--- src/rtl/reg_file_sb_pkg.sv ---
// Shared types and helpers for the reg_file_sb register file.
//   state_t          : clear-engine FSM states
//   ZERO_REG_DEFAULT : default for the hardwired-zero register 0 option
//   clog2()          : address width from register count
package reg_file_sb_pkg;

  typedef enum logic {
    IDLE  = 1'b0,
    CLEAR = 1'b1
  } state_t;

  localparam int ZERO_REG_DEFAULT = 1;

  function automatic int clog2(input int value);
    int r;
    r = 0;
    for (int i = 0; i < 31; i++) begin
      if ((1 << i) < value) r = i + 1;
    end
    return r;
  endfunction

endpackage

--- src/rtl/reg_file_sb_if.sv ---
// Decode/writeback-facing bus of reg_file_sb.
//   master : pipeline side (drives addresses, write data, issue, clear request)
//   slave  : register file side (drives read data, busy flags, clear status)
interface reg_file_sb_if #(
  parameter int WIDTH = 32,
  parameter int AW    = 5
);
  logic [AW-1:0]    ra;
  logic [AW-1:0]    rb;
  logic [AW-1:0]    rw;
  logic             regwr;
  logic [WIDTH-1:0] busw;
  logic [WIDTH-1:0] busa;
  logic [WIDTH-1:0] busb;
  logic             issuewr;
  logic [AW-1:0]    issuerd;
  logic             busya;
  logic             busyb;
  logic             clrreq;
  logic             clrbusy;

  modport master (
    output ra, rb, rw, regwr, busw, issuewr, issuerd, clrreq,
    input  busa, busb, busya, busyb, clrbusy
  );

  modport slave (
    input  ra, rb, rw, regwr, busw, issuewr, issuerd, clrreq,
    output busa, busb, busya, busyb, clrbusy
  );
endinterface

--- src/rtl/reg_file_sb_scoreboard.sv ---
// Per-register busy vector for hazard detection.
//   clk, rst_n         : clock, async active-low reset
//   flush              : zero every busy bit (highest priority)
//   set_en, set_idx    : mark a register as having an outstanding producer
//   clr_en, clr_idx    : producer has written back
//   rd_a, rd_b         : lookup addresses
//   busy_a, busy_b     : raw busy bits for the lookups
module reg_scoreboard #(
  parameter int DEPTH = 32,
  parameter int AW    = 5
) (
  input  logic          clk,
  input  logic          rst_n,
  input  logic          flush,
  input  logic          set_en,
  input  logic [AW-1:0] set_idx,
  input  logic          clr_en,
  input  logic [AW-1:0] clr_idx,
  input  logic [AW-1:0] rd_a,
  input  logic [AW-1:0] rd_b,
  output logic          busy_a,
  output logic          busy_b
);

  logic [DEPTH-1:0] busy_q;
  logic [DEPTH-1:0] busy_d;

  // Set is applied after clear so a new producer wins over a retiring one.
  always_comb begin
    busy_d = busy_q;
    if (clr_en) busy_d[clr_idx] = 1'b0;
    if (set_en) busy_d[set_idx] = 1'b1;
    if (flush)  busy_d = '0;
  end

  always_ff @(posedge clk or negedge rst_n) begin
    if (!rst_n) busy_q <= '0;
    else        busy_q <= busy_d;
  end

  assign busy_a = busy_q[rd_a];
  assign busy_b = busy_q[rd_b];

endmodule

--- src/rtl/reg_file_sb.sv ---
// 2-read/1-write register file with write-through bypass, busy scoreboard
// and a sequential bulk-clear engine.
//   clk    : rising-edge clock
//   rst_n  : async active-low reset (clears storage, busy bits, FSM)
//   bus    : reg_file_sb_if slave (ra/rb/busa/busb reads, rw/regwr/busw write,
//            issuewr/issuerd scoreboard set, busya/busyb hazards,
//            clrreq/clrbusy bulk clear)
//
// state | meaning
// IDLE  | normal operation, writes and issues accepted
// CLEAR | sweeping mem[idx] to zero, one register per cycle
module reg_file_sb
  import reg_file_sb_pkg::*;
#(
  parameter int WIDTH    = 32,
  parameter int DEPTH    = 32,
  parameter int ZERO_REG = ZERO_REG_DEFAULT
) (
  input logic         clk,
  input logic         rst_n,
  reg_file_sb_if.slave bus
);

  localparam int            AW        = clog2(DEPTH);
  localparam bit            ZR        = (ZERO_REG != 0);
  localparam logic [AW-1:0] IDX_FIRST = ZR ? AW'(1) : '0;
  localparam logic [AW-1:0] IDX_LAST  = AW'(DEPTH - 1);

  logic [WIDTH-1:0] mem [DEPTH];
  state_t           state_q, state_d;
  logic [AW-1:0]    idx_q, idx_d;
  logic             flush;
  logic             idle;
  logic             wr_live;
  logic             wr_ok;
  logic             set_ok;
  logic             hit_a, hit_b;
  logic             zero_a, zero_b;
  logic             sb_a, sb_b;

  assign idle    = (state_q == IDLE);
  // wr_live drives the bypass; wr_ok additionally drops writes to hardwired r0.
  assign wr_live = bus.regwr && idle;
  assign wr_ok   = wr_live && !(ZR && bus.rw == '0);
  assign set_ok  = bus.issuewr && idle && !(ZR && bus.issuerd == '0);

  always_ff @(posedge clk or negedge rst_n) begin
    if (!rst_n) begin
      state_q <= IDLE;
      idx_q   <= '0;
    end else begin
      state_q <= state_d;
      idx_q   <= idx_d;
    end
  end

  always_comb begin
    state_d = state_q;
    idx_d   = idx_q;
    flush   = 1'b0;
    case (state_q)
      IDLE: begin
        if (bus.clrreq) begin
          state_d = CLEAR;
          idx_d   = IDX_FIRST;
          flush   = 1'b1;
        end
      end
      CLEAR: begin
        idx_d = idx_q + 1'b1;
        if (idx_q == IDX_LAST) state_d = IDLE;
      end
      default: state_d = IDLE;
    endcase
  end

  always_ff @(posedge clk or negedge rst_n) begin
    if (!rst_n) begin
      for (int i = 0; i < DEPTH; i++) mem[i] <= '0;
    end else if (!idle) begin
      mem[idx_q] <= '0;
    end else if (wr_ok) begin
      mem[bus.rw] <= bus.busw;
    end
  end

  reg_scoreboard #(.DEPTH(DEPTH), .AW(AW)) u_scoreboard (
    .clk     (clk),
    .rst_n   (rst_n),
    .flush   (flush),
    .set_en  (set_ok),
    .set_idx (bus.issuerd),
    .clr_en  (wr_ok),
    .clr_idx (bus.rw),
    .rd_a    (bus.ra),
    .rd_b    (bus.rb),
    .busy_a  (sb_a),
    .busy_b  (sb_b)
  );

  assign zero_a = ZR && (bus.ra == '0);
  assign zero_b = ZR && (bus.rb == '0);
  assign hit_a  = wr_live && (bus.rw == bus.ra);
  assign hit_b  = wr_live && (bus.rw == bus.rb);

  assign bus.busa    = zero_a ? '0 : (hit_a ? bus.busw : mem[bus.ra]);
  assign bus.busb    = zero_b ? '0 : (hit_b ? bus.busw : mem[bus.rb]);
  // A value being bypassed this cycle is already available, so it is no hazard.
  assign bus.busya   = sb_a && !hit_a && !zero_a;
  assign bus.busyb   = sb_b && !hit_b && !zero_b;
  assign bus.clrbusy = (state_q == CLEAR);

endmodule

--- src/flat_wrapper.sv ---
// flat-port wrapper written by rule: the top's interface ports become plain ports
module reg_file_sb_flat import reg_file_sb_pkg::*;
#(
  parameter int WIDTH    = 32,
  parameter int DEPTH    = 32,
  parameter int ZERO_REG = ZERO_REG_DEFAULT
)
  (clk, rst_n, bus_ra, bus_rb, bus_rw, bus_regwr, bus_busw, bus_issuewr, bus_issuerd, bus_clrreq, bus_busa, bus_busb, bus_busya, bus_busyb, bus_clrbusy);
  reg_file_sb_if #(.WIDTH(WIDTH), .AW(5)) bus_i ();
  input logic clk;
  input logic rst_n;
  input wire logic [$bits(bus_i.ra)-1:0] bus_ra;
  input wire logic [$bits(bus_i.rb)-1:0] bus_rb;
  input wire logic [$bits(bus_i.rw)-1:0] bus_rw;
  input wire logic [$bits(bus_i.regwr)-1:0] bus_regwr;
  input wire logic [$bits(bus_i.busw)-1:0] bus_busw;
  input wire logic [$bits(bus_i.issuewr)-1:0] bus_issuewr;
  input wire logic [$bits(bus_i.issuerd)-1:0] bus_issuerd;
  input wire logic [$bits(bus_i.clrreq)-1:0] bus_clrreq;
  output wire logic [$bits(bus_i.busa)-1:0] bus_busa;
  output wire logic [$bits(bus_i.busb)-1:0] bus_busb;
  output wire logic [$bits(bus_i.busya)-1:0] bus_busya;
  output wire logic [$bits(bus_i.busyb)-1:0] bus_busyb;
  output wire logic [$bits(bus_i.clrbusy)-1:0] bus_clrbusy;
  assign bus_i.ra = bus_ra;
  assign bus_i.rb = bus_rb;
  assign bus_i.rw = bus_rw;
  assign bus_i.regwr = bus_regwr;
  assign bus_i.busw = bus_busw;
  assign bus_i.issuewr = bus_issuewr;
  assign bus_i.issuerd = bus_issuerd;
  assign bus_i.clrreq = bus_clrreq;
  assign bus_busa = bus_i.busa;
  assign bus_busb = bus_i.busb;
  assign bus_busya = bus_i.busya;
  assign bus_busyb = bus_i.busyb;
  assign bus_clrbusy = bus_i.clrbusy;
  reg_file_sb #(.WIDTH(WIDTH), .DEPTH(DEPTH), .ZERO_REG(ZERO_REG)) u_core (.clk(clk), .rst_n(rst_n), .bus(bus_i));
endmodule
--- config.mk ---
export PLATFORM = sky130hd
export DESIGN_NAME = reg_file_sb_flat
export DESIGN_NICKNAME = d
export VERILOG_FILES = /design/src/rtl/reg_file_sb_pkg.sv /design/src/rtl/reg_file_sb_if.sv /design/src/rtl/reg_file_sb_scoreboard.sv /design/src/rtl/reg_file_sb.sv /design/src/flat_wrapper.sv
export SDC_FILE = /design/constraint.sdc
export NUM_CORES = 2
export LEC_CHECK = 0
export ABC_AREA = 1
export BUFFER_PORTS_ARGS = -buffer_cell sky130_fd_sc_hd__buf_2
export CAP_MARGIN = 20
export CORE_MARGIN = 2
export CORE_UTILIZATION = 45
export DETAILED_ROUTE_END_ITERATION = 16
export PLACE_DENSITY = 0.68
export SYNTH_ARGS = -nofsm -noshare
export SYNTH_HDL_FRONTEND = slang
export SYNTH_SLANG_ARGS = --single-unit
--- constraint.sdc ---
create_clock -name clk -period 2 [get_ports clk]
set_input_delay 0.4 -clock clk [delete_from_list [all_inputs] [get_ports clk]]
set_output_delay 0.4 -clock clk [all_outputs]
set_load 0.01 [all_outputs]
* Yosys cells after proc, flatten, opt, wreduce, memory -nomap -nowiden
Index checks and enable logic that the tools add are counted.
Storage, ports and cells: bits in registers 1062, output and inout bits 67, logic and storage cells 121
Operators by class: add/sub/neg operators 1, $lt $le $gt $ge 12, equal/unequal tests 4, muxes and demuxes 34, bitwise gates (word level) 10, reductions and logical operators 25
Operator list (number):
- two-way mux 1024 bit | 2
- bitwise AND 1024 bit | 1
- bitwise mux 1024 bit | 1
- inverter 1024 bit | 1
- two-way mux 32 bit | 13
- binary-select mux 32 bit (select 5 bit) | 2
- demux 32 bit (select 5 bit) | 2
- bitwise AND 32 bit | 1
- inverter 32 bit | 1
- OR 32 bit | 1
- greater-or-equal comparator 6 bit (second input constant) | 4
- < comparator 5 x 6 -> 1 bit (second input constant) | 4
- inverter 5 -> 6 bit | 4
- logical NOT 5 bit | 4
- logical AND 1 bit | 14
- < comparator 6 x 1 -> 1 bit (second input constant) | 2
- binary-select mux 1 bit (select 5 bit) | 2
- demux 1 bit (select 5 bit) | 2
- equality test 5 bit | 2
- greater-or-equal comparator 5 x 1 -> 1 bit (second input constant) | 2
- case mux 5 bit (2 select lines) | 1
- two-way mux 1 bit | 7
- logical NOT 1 bit | 6
- adder 5 x 1 -> 5 bit (second input constant) | 1
- other kinds (6) | 6

* Depth between registers and ports, before layout
depth in word-level cells 10, mapped depth 14, gate-level depth less buffers 11

* Cells and area by module
From an unflattened synthesis, not the netlist that was laid out.
Unflattened totals: cells, all modules 8444, area total of the unflattened synthesis 60242.8 µm²
Modules (own cells, without submodules):
- reg_file_sb | times used 1, cells an instance 8121, area an instance 58143.3 µm²
- reg_scoreboard | times used 1, cells an instance 323, area an instance 2099.5 µm²

* Least setup slack after synthesis
OpenSTA, ideal clock, no wires.
kind input to output, start point in bus_ra[0], end point out bus_busa[10], data arrival time 1736 ps, required time 1600 ps, setup slack -136 ps, stages 12, path through buf_2 inv_2 buf_2 clkbuf_1 nand2_1 nand3_1 nand2_1 a21oi_1 nand2_1 nand3_1 nand2_1 a21oi_1
On the way: cells in the longest elaborated chain, start to end 6
Ends and longest elaborated chain:
- start: declaration | line flat_wrapper.sv:12 | input wire logic [$bits(bus_i.ra)-1:0] bus_ra;
- inverter 5 -> 6 bit (not written as such) | line reg_file_sb.sv:106 | assign bus.busa = zero_a ? '0 : (hit_a ? bus.busw : mem[bus.ra]);
- binary-select mux 32 bit (select 5 bit) | line reg_file_sb.sv:106
- two-way mux 32 bit (not written as such) (2 in series) | line reg_file_sb.sv:106
- two-way mux 32 bit | line reg_file_sb.sv:106
- two-way mux 32 bit * | line reg_file_sb.sv:106
- end: declaration | line flat_wrapper.sv:20 | output wire logic [$bits(bus_i.busa)-1:0] bus_busa;
Mark *: on every way between the ends. The rest lies on a longest branch, timed or not. The select of a mux whose other input is x is not followed.

* Worst setup path after layout
start point reg u_core.state_q (netlist: u_core.bus.clrbusy), end point out bus_busb[10]
On the way: cells in the longest elaborated chain, start to end 5
Ends and longest elaborated chain:
- start: declaration | line reg_file_sb.sv:30 | state_t state_q, state_d;
- start signal: assignment | line reg_file_sb.sv:52 | state_q <= state_d;
- inverter 1 bit
- logical AND 1 bit | line reg_file_sb.sv:43 | assign wr_live = bus.regwr && idle;
- logical AND 1 bit | line reg_file_sb.sv:104 | assign hit_b = wr_live && (bus.rw == bus.rb);
- two-way mux 32 bit (2 in series) | line reg_file_sb.sv:107 | assign bus.busb = zero_b ? '0 : (hit_b ? bus.busw : mem[bus.rb]);
- end: declaration | line flat_wrapper.sv:21 | output wire logic [$bits(bus_i.busb)-1:0] bus_busb;
No other way between the ends.

==> impl_metrics.json <==
{
  "seq_power_share_pct": 38.8,
  "multi_input_area_mm2": 0.02710,
  "fp.dieH_um": 366.9,
  "layout.filler_cells": 11851,
  "p_int_mw": 41.78,
  "worst_clock_skew_ns": 0.06488,
  "post-route-drc-count": 0,
  "core_region_area_mm2": 0.1311,
  "num-nets-final": 8073,
  "hold_slack_ns": 0.07689,
  "period_minus_slack_ns": 2.937,
  "synthesis_stage_register_bit_count": 1062,
  "layout.area.seq_mm2": 0.02658,
  "cts_root_buffer": "sky130_fd_sc_hd__clkbuf_16",
  "synth_cells": 7850,
  "crit_end_element": "primary output",
  "avgRoutedWirePerCell_um": 27.77,
  "mostFrequentLayoutCell": "sky130_fd_sc_hd__nand3_1",
  "timing.max_slew.rel_slack_pct": 48.29,
  "antenna_found_initial": 6,
  "clock_sink_count": 1062,
  "clk_network_pwr_share_pct": 36.9,
  "antenna-diode-count": 0,
  "clock_latency_ns": 0.80,
  "die_area_mm2": 0.1346,
  "share_of_the_cycle_needed_by_the_critical_path_after_routing_pct": 146.8,
  "stdcell_area_mm2": 0.07312,
  "syn_to_final_growth_pct": 23.41,
  "wire_length_of_the_first_global_routing_pass_um": 395900,
  "worst_ep_arrival_time_ns": 2.54,
  "outcome": "complete, but fails checks",
  "setup_violations": 137,
  "mappedNetlistNets": 7912,
  "drt_iter0_markers": 10979,
  "mostFrequentLayoutCells": "1,291 x sky130_fd_sc_hd__nand3_1, 1,172 x sky130_fd_sc_hd__nand2_1, 1,062 x sky130_fd_sc_hd__dfrtp_1, 878 x sky130_fd_sc_hd__inv_1, 724 x sky130_fd_sc_hd__o21ai_0",
  "dpl_worst_slack_ns": -1.015,
  "row_count": 133,
  "critical_path_peak_fanout": 5,
  "power_mw": 62.47,
  "yosysWarningCount": 0,
  "power_density_mw_per_mm2": 854.3,
  "worst_ir_drop_vdd_uv": 757.0,
  "fmax_mhz": 340.5,
  "power_switching_mw": 20.69,
  "route.antenna.remaining_nets": 0,
  "synthFlopType": "sky130_fd_sc_hd__dfrtp_1",
  "die_w_um": 366.9,
  "num_vias": 64678,
  "timing.critical_path.required_ns": 1.60,
  "dp.cells": 9613,
  "vias_per_cell": 6.557,
  "cts_inserted_buffers": 116,
  "slew_viol_final": 0,
  "power.share.switching_pct": 33.12,
  "final_util_pct": 55.76,
  "fin_cells": 9864,
  "cts_max_level": 3,
  "pin_count": 124,
  "rsz0062_at_grt": "true",
  "critical_path_class": "register to primary output",
  "fin_tns_setup_ns": -58.19,
  "cts.clk_slew.worst_paths_ns": 0.06,
  "synth-async-reset-ratio_pct": 100.0,
  "synth_sequential_area_ratio_pct": 44.85,
  "hold_path.class": "input port to async pin",
  "track_usage_pct": 39.12,
  "final-hold-violation-count": 0,
  "largest_net_degree_at_the_start_of_global_routing": 123,
  "grt_remaining_overflow": 0,
  "total_leakage_power_nw": 33.44,
  "grt_pass1_vias": 60704,
  "pwr-share-comb_pct": 24.2,
  "post_synth_instance_area_mm2": 0.05925,
  "placed_area_mm2": 0.06740,
  "cts_tree": "done",
  "synthesized_area_divided_by_synthesized_cell_count_um2": 7.548,
  "worst-slew-pin-transition_ns": 0.7756,
  "synth_enable_flop_cells": 0,
  "dr.pass1.iters": 9,
  "worst_setup_path_start_kind": "register",
  "detail_route.wirelength_um": 273900,
  "violations": "negative setup slack",
  "clock_path_buffers": 3,
  "io_buffers": 123,
  "start_util_pct": 45.18,
  "post_route_cells_drive_above_1_share_pct": 15.16,
  "max_cap_violations": 0,
  "layout_setup_ws_ns": -0.9370,
  "routability_driven_placement_congestion_ratio": 0.9776,
  "synthDistinctLibCells": 33,
  "dp_hpwl_um": 175600
}
-- path summary, 6_finish.rpt --
| path | startpoint | endpoint | slack, ns | cells after the start |
|---|---|---|---|---|
| max in group asynchronous | rst_n | u_core.mem[292] | 0.87 | 3 |
| min reg2reg | u_core.mem[1019] | u_core.mem[1019] | 0.49 | 2 |
| min | rst_n | u_core.mem[337] | 0.08 | 2 |
| min in group clk | bus_busw[31] | u_core.mem[63] | 0.19 | 4 |
| max reg2reg | u_core.bus.clrbusy | u_core.mem[734] | -0.10 | 10 |
| max | u_core.bus.clrbusy | bus_busb[10] | -0.94 | 10 |
-- final cells by class --
class	count	area share (%)
Clock buffer	177	4.766
Inverter	899	4.697
Clock inverter	39	0.7546
Tap cell	1755	3.003
Timing Repair Buffer	824	13.37
Multi-Input combinational cell	5108	37.06
Sequential cell	1062	36.34
-- metal layers --
metal,GRT usage [%],routed length [um]
met2,55.14,112600
met1,50.03,96300
met4,27.65,22010
met5,0,96
met3,13.47,42940
-- sequential cells by signal (all words and copies together) (netlist names) --
signal                      cells
u_core.idx_q                    5
u_core.u_scoreboard.busy_q     32
u_core.mem                   1024
u_core.bus.clrbusy              1
-- worst max-delay path: stages, from the launching register on --
cell	delay, ns
sky130_fd_sc_hd__dfrtp_1	0.39
sky130_fd_sc_hd__inv_2	0.08
sky130_fd_sc_hd__nand2_4	0.09
sky130_fd_sc_hd__buf_4	0.16
sky130_fd_sc_hd__nor3_4	0.13
sky130_fd_sc_hd__and3_4	0.26
sky130_fd_sc_hd__buf_8	0.15
sky130_fd_sc_hd__buf_12	0.19
sky130_fd_sc_hd__nand4_1	0.12
sky130_fd_sc_hd__nand2_2	0.10
sky130_fd_sc_hd__buf_6	0.10
-- timing repair --
| item | in CTS | in global routing |
|---|---|---|
| pin swaps | 13 | 17 |
| endpoints found under the hold margin | 389 | 0 |
| cloned | 3 | 8 |
| buffers inserted | 10 | 12 |
| gates resized for setup | 129 | 118 |
| hold buffers | 7 | 0 |
| endpoints found under the setup margin | 420 | 215 |
-- synth_stat cells (all sizes together) (2+ instances only) --
master,n,area [um2]
a21oi,510,2552
buf,330,1558
clkbuf,451,1694
clkinv,4,15.01
dfrtp,1062,26580
ha,5,62.56
inv,895,3359
nand2,1250,4712
nand3,1353,6777
nand4,27,219.0
nor2,66,247.7
nor3,16,125.1
nor4,2,12.51
o211ai,407,3055
o21ai,751,3759
o22ai,712,4454
or2,2,12.51
xor2,2,17.52
-- power groups by stage --
stage / combinational, mW / clock [mW] / sequential, mW
global route: 15.8 / 24.0 / 24.4
finish: 15.1 / 23.1 / 24.3
detailed placement: 13.8 / 0 / 24.6
floorplan: 7.28 / 0 / 24.3
CTS: 14.1 / 23.0 / 24.2
global placement: 13.6 / 0 / 24.5
-- logic make-up (layout without fill, tap and decap cells) --
kind of cell | count (synthesis) | count (layout) | synth area share, %
DFF | 1062 | 1062 | 44.85
adders and majority gates | 5 | 5 | 0.1056
buffers and inverters | 1680 | 1939 | 11.18
AOI/OAI and AO/OA | 2381 | 2381 | 23.34
and+or+nand+nor | 2720 | 2720 | 20.49
xor gates and xnor gates | 2 | 2 | 0.02957
(Power assumes the default switching activity.)
